==> config.mk <==
export PLATFORM = sky130hd
export DESIGN_NAME = alu_mdu
export DESIGN_NICKNAME = d
export VERILOG_FILES = /design/src/rtl/alu_pkg.sv /design/src/rtl/mdu_iter.sv /design/src/rtl/alu_mdu.sv
export SDC_FILE = /design/constraint.sdc
export NUM_CORES = 1
export LEC_CHECK = 0
export CAP_MARGIN = 20
export CORE_UTILIZATION = 40
export DETAILED_ROUTE_END_ITERATION = 16
export PLACE_DENSITY_LB_ADDON = 0.15
export SYNTH_ARGS = -nofsm -noshare
export SYNTH_HDL_FRONTEND = slang
export SYNTH_HIERARCHICAL = 1
export SYNTH_SLANG_ARGS = --single-unit
==> constraint.sdc <==
create_clock -name clk -period 7.6 [get_ports clk]
set_input_delay 1.9 -clock clk [delete_from_list [all_inputs] [get_ports clk]]
set_output_delay 1.9 -clock clk [all_outputs]
set_load 0.01 [all_outputs]
==> src/rtl/alu_pkg.sv <==
// Shared opcode encodings, opcode enum and FSM state type for the alu_mdu execute stage.
// Opcodes 14-15 are reserved; 10-13 are served by the iterative engine when ALU_MDU_EN is defined.
package alu_pkg;

  localparam logic [3:0] OP_ADD   = 4'd0;
  localparam logic [3:0] OP_SUB   = 4'd1;
  localparam logic [3:0] OP_AND   = 4'd2;
  localparam logic [3:0] OP_OR    = 4'd3;
  localparam logic [3:0] OP_XOR   = 4'd4;
  localparam logic [3:0] OP_SLL   = 4'd5;
  localparam logic [3:0] OP_SRL   = 4'd6;
  localparam logic [3:0] OP_SRA   = 4'd7;
  localparam logic [3:0] OP_SLT   = 4'd8;
  localparam logic [3:0] OP_SLTU  = 4'd9;
  localparam logic [3:0] OP_MUL   = 4'd10;
  localparam logic [3:0] OP_MULHU = 4'd11;
  localparam logic [3:0] OP_DIVU  = 4'd12;
  localparam logic [3:0] OP_REMU  = 4'd13;
  localparam logic [3:0] OP_RSV14 = 4'd14;
  localparam logic [3:0] OP_RSV15 = 4'd15;

  typedef enum logic [3:0] {
    ALU_ADD   = OP_ADD,
    ALU_SUB   = OP_SUB,
    ALU_AND   = OP_AND,
    ALU_OR    = OP_OR,
    ALU_XOR   = OP_XOR,
    ALU_SLL   = OP_SLL,
    ALU_SRL   = OP_SRL,
    ALU_SRA   = OP_SRA,
    ALU_SLT   = OP_SLT,
    ALU_SLTU  = OP_SLTU,
    ALU_MUL   = OP_MUL,
    ALU_MULHU = OP_MULHU,
    ALU_DIVU  = OP_DIVU,
    ALU_REMU  = OP_REMU,
    ALU_RSV14 = OP_RSV14,
    ALU_RSV15 = OP_RSV15
  } alu_op_e;

  typedef enum logic [1:0] {
    IDLE = 2'd0,
    BUSY = 2'd1,
    DONE = 2'd2
  } state_e;

  function automatic logic is_mdu_op(input logic [3:0] op);
    return (op == OP_MUL) || (op == OP_MULHU) || (op == OP_DIVU) || (op == OP_REMU);
  endfunction

endpackage

==> src/rtl/mdu_iter.sv <==
// Iterative unsigned multiply (shift-add) / divide (restoring) engine, one step per cycle.
// Latency: DATA_WIDTH cycles after start; divide-by-zero answers combinationally with start.
// Backpressure: none; the caller holds the result, start is only legal while busy is low.
module mdu_iter
  import alu_pkg::*;
#(
  parameter int DATA_WIDTH = 32
) (
  input  logic                  clk,
  input  logic                  rst,
  input  logic                  start,
  input  logic [3:0]            op,
  input  logic [DATA_WIDTH-1:0] a,
  input  logic [DATA_WIDTH-1:0] b,
  output logic                  busy,
  output logic                  done,
  output logic [DATA_WIDTH-1:0] result
);

  localparam int CNT_W = $clog2(DATA_WIDTH) + 1;
  localparam logic [CNT_W-1:0] LAST = CNT_W'(DATA_WIDTH - 1);

  logic                    busy_q, busy_d;
  logic [CNT_W-1:0]        cnt_q, cnt_d;
  logic [2*DATA_WIDTH-1:0] acc_q, acc_d, acc_nxt;
  logic [DATA_WIDTH-1:0]   opnd_q, opnd_d;
  logic                    div_q, div_d;
  logic                    hi_q, hi_d;

  logic                    op_div, op_hi, bypass, last;
  logic [DATA_WIDTH:0]     add_sum, div_top, div_trial;

  assign op_div = (op == OP_DIVU) || (op == OP_REMU);
  assign op_hi  = (op == OP_MULHU) || (op == OP_REMU);
  assign bypass = start && op_div && (b == '0);
  assign last   = busy_q && (cnt_q == LAST);

  // Multiply: acc = {partial product high, remaining multiplier bits}.
  // Divide:   acc = {partial remainder, dividend bits becoming quotient}.
  assign add_sum   = {1'b0, acc_q[2*DATA_WIDTH-1:DATA_WIDTH]}
                   + (acc_q[0] ? {1'b0, opnd_q} : '0);
  assign div_top   = acc_q[2*DATA_WIDTH-1:DATA_WIDTH-1];
  assign div_trial = div_top - {1'b0, opnd_q};

  always_comb begin
    if (div_q) begin
      if (!div_trial[DATA_WIDTH]) begin
        acc_nxt = {div_trial[DATA_WIDTH-1:0], acc_q[DATA_WIDTH-2:0], 1'b1};
      end else begin
        acc_nxt = {div_top[DATA_WIDTH-1:0], acc_q[DATA_WIDTH-2:0], 1'b0};
      end
    end else begin
      acc_nxt = {add_sum, acc_q[DATA_WIDTH-1:1]};
    end
  end

  always_comb begin
    busy_d = busy_q;
    cnt_d  = cnt_q;
    acc_d  = acc_q;
    opnd_d = opnd_q;
    div_d  = div_q;
    hi_d   = hi_q;
    if (start && !bypass) begin
      busy_d = 1'b1;
      cnt_d  = '0;
      div_d  = op_div;
      hi_d   = op_hi;
      if (op_div) begin
        acc_d  = {{DATA_WIDTH{1'b0}}, a};
        opnd_d = b;
      end else begin
        acc_d  = {{DATA_WIDTH{1'b0}}, b};
        opnd_d = a;
      end
    end else if (busy_q) begin
      acc_d = acc_nxt;
      cnt_d = cnt_q + 1'b1;
      if (last) begin
        busy_d = 1'b0;
      end
    end
  end

  always_ff @(posedge clk) begin
    if (rst) begin
      busy_q <= 1'b0;
      cnt_q  <= '0;
      acc_q  <= '0;
      opnd_q <= '0;
      div_q  <= 1'b0;
      hi_q   <= 1'b0;
    end else begin
      busy_q <= busy_d;
      cnt_q  <= cnt_d;
      acc_q  <= acc_d;
      opnd_q <= opnd_d;
      div_q  <= div_d;
      hi_q   <= hi_d;
    end
  end

  assign busy = busy_q;
  assign done = bypass || last;

  // The final step's value is handed out directly so the caller captures on that same edge.
  always_comb begin
    if (bypass) begin
      result = (op == OP_REMU) ? a : '1;
    end else if (hi_q) begin
      result = acc_nxt[2*DATA_WIDTH-1:DATA_WIDTH];
    end else begin
      result = acc_nxt[DATA_WIDTH-1:0];
    end
  end

endmodule

==> src/rtl/alu_mdu.sv <==
// Execute-stage ALU with immediate mux, flags and (with ALU_MDU_EN) an iterative mul/div engine.
// Latency: 1 edge for single-cycle ops and divide-by-zero, DATA_WIDTH+1 edges for mul/div.
// Backpressure: result and flags held in DONE until out_ready; in_ready low in BUSY and DONE.
module alu_mdu
  import alu_pkg::*;
#(
  parameter int DATA_WIDTH = 32
) (
  input  logic                  clk,
  input  logic                  rst,
  input  logic                  in_valid,
  output logic                  in_ready,
  input  logic [DATA_WIDTH-1:0] ALUop1,
  input  logic [DATA_WIDTH-1:0] regop2,
  input  logic [DATA_WIDTH-1:0] ImmOp,
  input  logic                  ALUsrc,
  input  logic [3:0]            ALUctrl,
  output logic                  out_valid,
  input  logic                  out_ready,
  output logic [DATA_WIDTH-1:0] ALUout,
  output logic                  EQ,
  output logic                  LT,
  output logic                  LTU
);

  localparam int SH_W = $clog2(DATA_WIDTH);

  state_e                state_q, state_d;
  logic [DATA_WIDTH-1:0] alu_out_q, alu_out_d;
  logic                  eq_q, eq_d, lt_q, lt_d, ltu_q, ltu_d;

  logic [DATA_WIDTH-1:0] op_b, alu_res;
  logic [SH_W-1:0]       shamt;
  logic                  eq_c, lt_c, ltu_c, flag_en;

  assign op_b  = ALUsrc ? ImmOp : regop2;
  assign shamt = op_b[SH_W-1:0];
  assign eq_c  = (ALUop1 == op_b);
  assign lt_c  = ($signed(ALUop1) < $signed(op_b));
  assign ltu_c = (ALUop1 < op_b);

`ifdef ALU_MDU_EN
  logic                  mdu_start, mdu_busy, mdu_done;
  logic [DATA_WIDTH-1:0] mdu_result;

  assign flag_en   = !((ALUctrl == OP_RSV14) || (ALUctrl == OP_RSV15));
  assign mdu_start = (state_q == IDLE) && in_valid && is_mdu_op(ALUctrl);

  mdu_iter #(
    .DATA_WIDTH(DATA_WIDTH)
  ) u_mdu (
    .clk   (clk),
    .rst   (rst),
    .start (mdu_start),
    .op    (ALUctrl),
    .a     (ALUop1),
    .b     (op_b),
    .busy  (mdu_busy),
    .done  (mdu_done),
    .result(mdu_result)
  );
`else
  assign flag_en = !((ALUctrl == OP_RSV14) || (ALUctrl == OP_RSV15) || is_mdu_op(ALUctrl));
`endif

  always_comb begin
    alu_res = '0;
    case (alu_op_e'(ALUctrl))
      ALU_ADD:  alu_res = ALUop1 + op_b;
      ALU_SUB:  alu_res = ALUop1 - op_b;
      ALU_AND:  alu_res = ALUop1 & op_b;
      ALU_OR:   alu_res = ALUop1 | op_b;
      ALU_XOR:  alu_res = ALUop1 ^ op_b;
      ALU_SLL:  alu_res = ALUop1 << shamt;
      ALU_SRL:  alu_res = ALUop1 >> shamt;
      ALU_SRA:  alu_res = $unsigned($signed(ALUop1) >>> shamt);
      ALU_SLT:  alu_res = {{(DATA_WIDTH-1){1'b0}}, lt_c};
      ALU_SLTU: alu_res = {{(DATA_WIDTH-1){1'b0}}, ltu_c};
      default:  alu_res = '0;
    endcase
  end

  always_comb begin
    state_d   = state_q;
    alu_out_d = alu_out_q;
    eq_d      = eq_q;
    lt_d      = lt_q;
    ltu_d     = ltu_q;
    case (state_q)
      IDLE: begin
        if (in_valid) begin
          eq_d  = flag_en & eq_c;
          lt_d  = flag_en & lt_c;
          ltu_d = flag_en & ltu_c;
`ifdef ALU_MDU_EN
          if (mdu_start) begin
            if (mdu_done) begin
              alu_out_d = mdu_result;
              state_d   = DONE;
            end else begin
              state_d = BUSY;
            end
          end else begin
            alu_out_d = alu_res;
            state_d   = DONE;
          end
`else
          alu_out_d = alu_res;
          state_d   = DONE;
`endif
        end
      end
      BUSY: begin
`ifdef ALU_MDU_EN
        if (mdu_busy && mdu_done) begin
          alu_out_d = mdu_result;
          state_d   = DONE;
        end
`else
        state_d = IDLE;
`endif
      end
      DONE: begin
        if (out_ready) begin
          state_d = IDLE;
        end
      end
      default: state_d = IDLE;
    endcase
  end

  always_ff @(posedge clk) begin
    if (rst) begin
      state_q   <= IDLE;
      alu_out_q <= '0;
      eq_q      <= 1'b0;
      lt_q      <= 1'b0;
      ltu_q     <= 1'b0;
    end else begin
      state_q   <= state_d;
      alu_out_q <= alu_out_d;
      eq_q      <= eq_d;
      lt_q      <= lt_d;
      ltu_q     <= ltu_d;
    end
  end

  assign in_ready  = (state_q == IDLE);
  assign out_valid = (state_q == DONE);
  assign ALUout    = alu_out_q;
  assign EQ        = eq_q;
  assign LT        = lt_q;
  assign LTU       = ltu_q;

endmodule

## Word level (Yosys, flattened, before mapping)

Cells that the tools add are included.

| operators by class | value |
|---|---|
| bitwise logic cells | 6 |
| add/subtract/negate cells | 2 |
| eq/ne operators | 19 |
| magnitude comparators | 2 |
| div/mod/pow operators | 0 |
| mux-type cells | 5 |
| shift operators | 3 |
| reductions and logical operators | 10 |
| multiply operators | 0 |

Operator list:

| kind | count |
|---|---|
| 32-bit case mux with 10 select lines | 1 |
| 32-bit less-than comparator | 2 |
| 32-bit adder | 1 |
| 32-bit bitwise AND | 1 |
| 32-bit equality test | 1 |
| 4-bit equality test (second input constant) | 8 |
| 32-bit two-way mux | 1 |
| 32-bit bitwise OR | 1 |
| 32-bit by 5-bit << shifter with 32-bit output | 1 |
| 32-bit by 5-bit >> shifter with 32-bit output | 1 |
| 32-bit by 5-bit >>> shifter with 32-bit output | 1 |
| 32-bit subtractor | 1 |
| 32-bit bitwise XOR | 1 |
| 4-bit by 3-bit equality test with 1-bit output (second input constant) | 4 |
| 4-bit by 2-bit equality test with 1-bit output (second input constant) | 2 |
| 1-bit logical OR | 5 |
| 4-bit by 1-bit equality test with 1-bit output (second input constant) | 1 |
| 4-bit zero test | 1 |
| 2-bit two-way mux | 2 |
| 2-bit case mux with 2 select lines | 1 |
| 2-bit AND reduction | 2 |
| 1-bit bitwise AND | 3 |
| 2-bit equality test (second input constant) | 1 |
| 2-bit zero test | 1 |
| other kinds (3) | 3 |

| word-level totals | value |
|---|---|
| ROM bits | 0 |
| logic and storage cells | 52 |
| input port bits | 105 |
| register bits | 37 |
| memories kept | 0 |
| RAM bits | 0 |
| bits in latches | 0 |
| output and inout bits | 37 |

## Longest topological paths before layout

Gate-level depths: netlist of the first run.

| logic depth | value |
|---|---|
| word-level depth | 7 |
| gate-level depth with buffers | 19 |
| depth with buffers taken out | 14 |

## Worst setup path before layout of the first run

Ideal clock, no wire load.

| timing | value |
|---|---|
| kind | input to register |
| start point | in ALUsrc |
| end point | reg alu_out_q[31], in the netlist ALUout[31] |
| path buffers | 7 |
| setup time | 0.115 ns |
| cell stages on the path | 18 |
| slack | 1.642 ns |
| required time | 7.485 ns |
| arrival | 5.844 ns |
| cells stage by stage | buf_6 -> mux2i_4 -> buf_4 -> buf_4 -> buf_2 -> buf_1 -> ha_1 -> buf_6 -> nor3_2 -> o311ai_4 -> a31oi_1 -> or3_1 -> buf_2 -> and3_4 -> o41a_1 -> a2111oi_4 -> a21oi_2 -> o21a_1 |

| between the ends | value |
|---|---|
| cells in the longest elaborated chain, start to end | 3 |
| elaborated cells on any way between the ends | 10 |
| those cells by class | 2 x add/sub; 3 x shift; 2 x mux; 3 x bitwise |

RTL lines:

| what | line | source |
|---|---|---|
| start, declared | alu_mdu.sv:16 | `input logic ALUsrc,` |
| 32-bit two-way mux (*) | alu_mdu.sv:36 | `assign op_b = ALUsrc ? ImmOp : regop2;` |
| 32-bit subtractor (tied with other cells) | alu_mdu.sv:70 | `ALU_SUB: alu_res = ALUop1 - op_b;` |
| 32-bit case mux with 10 select lines (*) | alu_mdu.sv:68 | `case (alu_op_e'(ALUctrl))` |
| end signal, assigned | alu_mdu.sv:141 | `alu_out_q <= alu_out_d;` |
| end, declared | alu_mdu.sv:29 | `logic [DATA_WIDTH-1:0] alu_out_q, alu_out_d;` |

Every way passes the cells marked *; elsewhere a longest branch is shown, timed or not.
A chain may end at the register's enable or synchronous reset.

## Worst setup path in the final report of the first run

Ends and elaborated chain as after synthesis.

==> results_dict.tcl, run 1 <==
set metrics [dict create \
    highest_layer "met4" \
    fin_skew_ns 0.006640 \
    fp.dieArea_sq_um 28170 \
    tritoncts "built" \
    drt-met1-wl_um 24210 \
    setup.worst_path.class "in -> reg" \
    min_from "ALUout[3]" \
    cts_root_buf "clkbuf_16" \
    fmax_ghz 0.1646 \
    cts_buffer_depth 2 \
    yosys.area.top_type "ha_1" \
    pin_count 142 \
    cts_buffers 5 \
    synth_top_area_share_pct 11.03 \
    totalWireLength_um 60300 \
    setup_viol 0 \
    cts_sinks 36 \
    cp-start-kind "input port" \
    max-cap-violations 0 \
    fin_tns_setup_ns 0 \
    path_max_fanout 26 \
    end_kind "flop" \
    io_buffers 141 \
    synth-edff-count 0 \
    post_cts_buffers 0 \
    insertion_delay_ns 0.30 \
    rsz0062_at_grt "no" \
    avgSynthCellArea_sq_um 7.015 \
    clkTransAtPathRegs_ns 0.06 \
    tightest_slew_ns 1.183 \
    synth_ff_type "dfxtp_1" \
    drc 0 \
    antenna_found_initial 1 \
    finalHoldViolCount 0 \
    ant_nets 0 \
    cp.required_ns 7.85 \
    drt_iter0_drc 2030 \
    vias 13870 \
    ys_ff_latch 36 \
    wl_met2_um 25640 \
    relSlewSlack_pct 20.44 \
    grt_max_degree 57 \
    dp_hpwl_um 47460 \
    grtUsageTotal_pct 41.98 \
    reg2reg_depth 8 \
    grt_pass1_vias 12660 \
    ys_warn_count 6 \
    core_sq_um 26950 \
    rrSetupSlack_ns 4.61 \
    finalCritPeriodShare_pct 79.94 \
    async_reset_ff_share_pct 0 \
    ir_worst_vdd_mv 0.06385 \
    via_per_inst 7.022 \
    fin_crit_ns 6.075 \
    place_congestion 1.050 \
    dr.pass1.iters 6 \
    syn_nets 1772 \
    avgRoutedWirePerCell_um 30.53 \
    synthDistinctLibCells 83 \
    post_cts_resized 0 \
    hold_end "ALUout[3]" \
    r2r_start "state_q[1]" \
    htreeDepth 2 \
    met3WireLength_um 6278 \
    layout-drive-gt1-share_pct 7.716 \
    gr-total-overflow 0 \
    fp.dieH_um 167.8 \
    synthCells 1568 \
    rows 60 \
    grt_pass1_wl_um 87420 \
    hold_depth 2 \
    pwr_density_cell_nw_per_um2 119.9 \
    min_path_type "reg -> reg" \
    worstReg2RegEnd "ALUout[26]" \
    initial_core_util_pct 40.81 \
    area_delta_synth_final_pct 16.61 \
    arrival_ns 6.33 \
    holdWs_ns 0.4500 \
    slew_violations 0 \
    fillCellCount 2809 \
    p_leak_nw 5.107 \
    ys_seq_area_share_pct 6.552 \
    hold_buffers 0 \
    synthTopCellsByArea "ha_1, mux2i_1, a21oi_1" \
    die_width_um 167.8 \
    status "finished, final reports clean" \
    fin_nets 1837 \
    synth_area_sq_um 11000 \
]
## per-layer routing
metal | GRT usage, % | up-vias
li1 | - | 6085
met1 | 55.65 | 6622
met2 | 64.08 | 972
met3 | 7.428 | 189
met4 | 23.97 | 0
met5 | 0 | -
## kinds of logic (layout without fill, tap and decap cells)
family	Yosys count	count (layout)	share of synthesized area [%]
muxes	151	151	17.76
DFF	36	36	6.552
and+or+nand+nor	456	456	18.86
AOI/OAI and AO/OA	576	576	35.43
adders and majority gates	99	99	11.40
xor gates and xnor gates	17	17	1.354
other	0	1	0
buffers and inverters	233	298	8.645
## worst max-delay path by stage
stage	from	to	slack, ns	cells after the start
after floorplan	ALUsrc	ALUout[31]	1.64	18
after global placement	ALUsrc	ALUout[0]	1.32	13
after detailed placement	ALUsrc	ALUout[31]	1.35	13
after CTS	ALUsrc	ALUout[31]	1.65	13
after global routing	ALUsrc	ALUout[25]	1.24	13
final	ALUsrc	ALUout[31]	1.52	13
## through the flow
stage,total power [W],setup slack (ns),instance area [sq um],cells,utilization [%]
floorplan,0.0008683,1.642,11000,1568,-
global placement,0.001272,1.322,12670,1967,47.01
detailed placement,0.001263,1.353,12670,1967,47.01
CTS,0.001495,1.651,12820,1974,47.58
global route,0.001604,1.238,12820,1974,47.58
finish,0.001538,1.525,12830,1975,47.59
## final cells by class
| class | count | area (sq um) | share of cell area [%] |
|---|---|---|---|
| Antenna cell | 1 | 2.502 | 0.01951 |
| Clock buffer | 7 | 152.6 | 1.190 |
| Inverter | 105 | 396.6 | 3.092 |
| Multi-Input combinational cell | 1299 | 9388 | 73.19 |
| Sequential cell | 36 | 720.7 | 5.619 |
| Tap cell | 341 | 426.7 | 3.326 |
| Timing Repair Buffer | 186 | 1739 | 13.56 |
## flip-flops by register name (all words and copies together), names as in the netlist
name / count
ALUout: 32
EQ: 1
LT: 1
LTU: 1
state_q: 1
## layout by cell type, fill, tap and decap left out, types with 10 or more instances in the layout
cell type and n:
a211oi_1 37, a21o_1 16, a21oi_1 163, a221oi_1 13
a222oi_1 21, a311oi_1 14, a31oi_1 28, and3_1 10
buf_4 45, clkdlybuf4s50_1 139, dfxtp_1 36, ha_1 97
inv_1 99, mux2i_1 111, mux4_2 31, nand2_1 157
nand2b_1 11, nand3_1 27, nor2_1 128, nor2b_1 11
nor3_1 40, nor4_1 18, o211ai_1 19, o21ai_0 99
o21bai_1 12, o221ai_1 25, o22ai_1 16, o31ai_1 18
or3_1 10, xnor2_1 17
## synthesized netlist by cell type, types with 16 or more instances
master,instances
o31ai_1,18
o22ai_1,16
ha_1,97
nor3_1,43
inv_1,99
nor4_1,19
nand2_1,158
a21o_1,16
a211oi_1,37
nand3_1,27
a222oi_1,21
o211ai_1,19
xnor2_1,17
o21ai_0,99
mux2i_1,113
buf_2,29
mux4_2,31
nor2_1,128
a31oi_1,28
dfxtp_1,36
clkbuf_1,76
a21oi_1,164
o221ai_1,25
## where the power goes
part / switching, W / leakage [nW] / internal, W
sequential: 0.00000954 / 0.292 / 0.000197
clock: 0.0000948 / 0.0760 / 0.000138
combinational: 0.000717 / 4.74 / 0.000381
total: 0.000821 / 5.11 / 0.000717
## worst max-delay path, stage by stage
cell	delay, ns
buf_2	0.52
mux2i_2	0.28
buf_4	0.35
ha_1	0.40
a21o_1	0.22
a31oi_1	0.19
a21oi_1	0.19
o311ai_1	0.92
a211oi_1	0.20
a2111oi_1	0.67
nand2_1	0.15
a21oi_2	0.16
o21a_1	0.12
(Power assumes the default switching activity.)
==> run 2: changes to the inputs <==
==> constraint.sdc (replaced) <==
create_clock -name clk -period 4.9 [get_ports clk]
set_input_delay 1.225 -clock clk [delete_from_list [all_inputs] [get_ports clk]]
set_output_delay 1.225 -clock clk [all_outputs]
set_load 0.01 [all_outputs]
==> results_dict.tcl, run 2 (same netlist as run 1, synthesis figures left out) <==
set metrics [dict create \
    rows 60 \
    pin_count 142 \
    arrival_ns 4.79 \
    die_width_um 167.8 \
    rrSetupSlack_ns 2.05 \
    ir_worst_vdd_mv 0.1096 \
    grt_pass1_wl_um 91260 \
    clkTransAtPathRegs_ns 0.06 \
    htreeDepth 2 \
    post_cts_buffers 0 \
    place_congestion 1.080 \
    totalWireLength_um 62650 \
    fin_crit_ns 4.654 \
    fin_nets 1980 \
    path_max_fanout 23 \
    finalCritPeriodShare_pct 94.98 \
    p_leak_nw 5.811 \
    r2r_start "state_q[1]" \
    initial_core_util_pct 40.81 \
    via_per_inst 6.851 \
    cts_buffer_depth 2 \
    fmax_ghz 0.2149 \
    min_path_type "reg -> reg" \
    cp.required_ns 5.04 \
    io_buffers 141 \
    setup.worst_path.class "in -> reg" \
    min_from "ALUout[3]" \
    slew_violations 0 \
    final_core_utilization_pct 51.72 \
    rsz0062_at_grt "no" \
    vias 14510 \
    p_total_w 0.002562 \
    final_cell_mix "buf_4, a21oi_1, nand2_1" \
    gr-total-overflow 0 \
    largest_reg_flops 32 \
    fp.dieArea_sq_um 28170 \
    hold_end "ALUout[3]" \
    worstReg2RegEnd "ALUout[26]" \
    layout_commonest_cell "buf_4" \
    place_inst 2110 \
    placed_area_sq_um 13790 \
    fin_tns_setup_ns 0 \
    end_kind "flop" \
    core_sq_um 26950 \
    final_area_sq_um 13940 \
    max-cap-violations 0 \
    grtUsageTotal_pct 43.83 \
    tightest_slew_ns 1.045 \
    setup_viol 0 \
    layout-drive-gt1-share_pct 15.14 \
    pwr_density_cell_nw_per_um2 183.8 \
    cp-start-kind "input port" \
    antenna_found_initial 1 \
    ant_nets 0 \
    finalHoldViolCount 0 \
    drt_iter0_drc 2041 \
    avgRoutedWirePerCell_um 29.58 \
    dr.pass1.iters 7 \
    reg2reg_depth 8 \
    layout.cells.non_filler 2118 \
    drc 0 \
    area_delta_synth_final_pct 26.73 \
    status "finished, final reports clean" \
    cts_sinks 36 \
    tritoncts "built" \
    fp.dieH_um 167.8 \
    insertion_delay_ns 0.31 \
    hold_depth 2 \
    fin_skew_ns 0.008027 \
    n_antenna_cell 0 \
    dp_hpwl_um 50290 \
    cts_root_buf "clkbuf_16" \
    cts_buffers 5 \
    relSlewSlack_pct 30.32 \
    grt_pass1_vias 13690 \
    grt_max_degree 58 \
]
[run 2: repair_timing]
item / 4_1_cts / 5_1_grt
hold buffers: 0 / 0
resized for setup: 0 / 1
endpoints found under the setup margin: 0 / 2
[run 2: how the worst max path moves through the flow]
| stage | from | to |
|---|---|---|
| 4_1_cts | ALUsrc | ALUout[22] |
| 2_1_floorplan | ALUsrc | ALUout[31] |
| 6_report | ALUsrc | ALUout[22] |
| 3_5_place_dp | ALUsrc | ALUout[22] |
| 5_1_grt | ALUsrc | ALUout[22] |
| 3_3_place_gp | ALUsrc | ALUout[22] |
[run 2: cell type report]
class / instances / area [sq um]
well taps: 341 / 426.7
repair buffers: 329 / 2875
inverters: 105 / 396.6
flip-flops and latches: 36 / 720.7
multi-input cells: 1299 / 9374
clock buffers: 8 / 146.4
fillers: 2773 / 13010
[run 2: where the power goes]
part	switching (W)	leakage (nW)	internal (W)
logic	0.00115	5.45	0.000731
registers	0.0000146	0.292	0.000306
clock network	0.000153	0.0712	0.000204
total	0.00132	5.81	0.00124
[run 2: metrics by stage]
stage / hold slack, ns / worst slack (ns)
2_1_floorplan: 0.4761 / 0.01429
3_3_place_gp: 0.4420 / 0.0005160
3_5_place_dp: 0.4470 / -0.05415
4_1_cts: 0.4560 / 0.2497
5_1_grt: 0.4772 / 0.04662
6_report: 0.4539 / 0.2462
[run 2: layer usage]
layer	track usage (%)	vias up	wire (um)
li1	-	6346	-
met1	55.92	6845	24110
met2	66.25	1096	26230
met3	8.651	222	7035
met4	30.91	2	5266
met5	0	-	11
[run 2: critical path: stages]
cell	delay (ns)
buf_2	0.30
buf_12	0.26
buf_4	0.20
mux2i_1	0.30
ha_2	0.35
inv_1	0.08
a21oi_1	0.15
o311ai_0	0.16
buf_4	0.17
o21ai_0	0.39
a31oi_1	0.16
buf_4	0.19
buf_4	0.14
a22o_1	0.17
o21ai_0	0.35
a311oi_1	0.15
==> run 3: changes to the inputs <==
==> constraint.sdc (replaced) <==
create_clock -name clk -period 4.3 [get_ports clk]
set_input_delay 1.075 -clock clk [delete_from_list [all_inputs] [get_ports clk]]
set_output_delay 1.075 -clock clk [all_outputs]
set_load 0.01 [all_outputs]
==> results_dict.tcl, run 3 (same netlist as run 1, synthesis figures left out) <==
set metrics [dict create \
    area_delta_synth_final_pct 41.79 \
    io_buffers 141 \
    setup.worst_path.class "in -> reg" \
    core_sq_um 26950 \
    pwr_density_cell_nw_per_um2 204.8 \
    cts_root_buf "clkbuf_16" \
    slew_violations 0 \
    status "finished, final reports clean" \
    fmax_ghz 0.2327 \
    dr.pass1.iters 6 \
    ant_nets 0 \
    ir_worst_vdd_mv 0.1436 \
    largest_reg_flops 32 \
    antenna_found_initial 0 \
    layout-drive-gt1-share_pct 25.22 \
    layout.cells.non_filler 2304 \
    finalCritPeriodShare_pct 99.93 \
    cts_buffers 5 \
    die_width_um 167.8 \
    drt_iter0_drc 2357 \
    grtUsageTotal_pct 44.76 \
    holdWs_ns 0.4498 \
    grt_max_degree 43 \
    tightest_slew_ns 1.008 \
    cpMaxStageDelayCell "or4_1" \
    n_antenna_cell 0 \
    initial_core_util_pct 40.81 \
    finalHoldViolCount 0 \
    fin_nets 2166 \
    fin_crit_ns 4.297 \
    htreeDepth 2 \
    arrival_ns 4.42 \
    final_core_utilization_pct 57.87 \
    cts_buffer_depth 2 \
    tritoncts "built" \
    insertion_delay_ns 0.29 \
    max-cap-violations 0 \
    totalWireLength_um 64220 \
    fin_skew_ns 0.004308 \
    relSlewSlack_pct 32.82 \
    max_stage_delay_ns 0.62 \
    path_max_fanout 12 \
    rsz0062_at_grt "yes" \
    cts_sinks 36 \
    cp-start-kind "input port" \
    min_path_type "reg -> reg" \
    gr-total-overflow 0 \
    pin_count 142 \
    dp_hpwl_um 52330 \
    fillCellCount 2660 \
    clkTransAtPathRegs_ns 0.06 \
    fp.dieArea_sq_um 28170 \
    grt_pass1_vias 14420 \
    layout_commonest_cell "buf_4" \
    drc 0 \
    place_inst 2295 \
    grt_pass1_wl_um 93480 \
    rows 60 \
    end_kind "flop" \
    path_cells "clkdlybuf4s50_1, mux2i_4, buf_6, buf_4, mux4_2, mux2i_1, nand2_1, nand3_1, a21oi_1, or4_1, a31oi_1, a311oi_1" \
    p_leak_nw 6.712 \
    fin_tns_setup_ns 0 \
    fp.dieH_um 167.8 \
    vias 15310 \
    place_congestion 1.145 \
    avgRoutedWirePerCell_um 27.87 \
    final_cell_mix "buf_4, a21oi_1, nand2_1" \
    via_per_inst 6.644 \
    rrSetupSlack_ns 1.61 \
    setup_viol 0 \
    cp.required_ns 4.42 \
]
run 3: changes by cell type in the layout (fill, tap and decap cells not counted), moves of 3 or more:
| cell | before | now |
|---|---|---|
| mux2i_2 | 1 | 8 |
| o31ai_1 | 18 | 14 |
| buf_6 | 0 | 3 |
| ha_2 | 1 | 4 |
| a21oi_1 | 163 | 158 |
| o21ai_0 | 99 | 95 |
| o31ai_2 | 0 | 3 |
| buf_4 | 183 | 365 |
| ha_1 | 96 | 91 |
| o21ai_1 | 2 | 5 |
| a21oi_2 | 2 | 6 |
| mux2i_1 | 111 | 102 |
run 3: metal layers:
metal  up-vias  GRT usage [%]  share of wire, %
li1       6723              -                 -
met1      7217          57.42                38
met2      1145          69.40                43
met3       223          6.676                11
met4         0          30.51               8.3
met5         -              0                 0
run 3: stage by stage:
step                      cell area [sq um]  worst slack, ns  power (W)
after global routing                  15600         -0.01943   0.003323
after CTS                             15410         0.007631   0.003069
after floorplan                       11130          -0.3129   0.001558
after detailed placement              15260          -0.4046   0.002674
final                                 15600         0.002818   0.003194
after global placement                15260          -0.3425   0.002666
run 3: repair_timing:
item	CTS	global route
setup buffers	0	1
pin swaps	0	5
hold buffers	0	0
gates resized for setup	2	39
setup endpoints to repair	1	15
run 3: critical path: cells and delay by family:
| family | cells | cell delay [ns] |
|---|---|---|
| buffers and inverters | 3 | 0.96 |
| muxes | 3 | 1.05 |
| and+or+nand+nor | 3 | 0.93 |
| AOI/OAI and AO/OA | 3 | 0.40 |
run 3: power breakdown:
part | internal, W | switching, W
clock network | 0.000216 | 0.000173
registers | 0.000349 | 0.0000168
logic | 0.00104 | 0.00140
total | 0.00161 | 0.00159
run 3: layout make-up:
class | count | area, sq um | area share [%]
repair buffers | 515 | 4298 | 27.56
multi-input cells | 1299 | 9605 | 61.59
inverters | 105 | 396.6 | 2.543
clock inverters | 3 | 23.77 | 0.1524
flip-flops and latches | 36 | 720.7 | 4.621
clock buffers | 5 | 125.1 | 0.8022
well taps | 341 | 426.7 | 2.736
run 3: path summary, 6_finish.rpt:
kind | startpoint | endpoint | cells past startpoint
hold / removal | ALUout[3] | ALUout[3] | 2
setup / recovery | regop2[2] | ALUout[25] | 12
setup reg to reg | state_q[1] | ALUout[25] | 8
hold reg to reg | ALUout[3] | ALUout[3] | 2
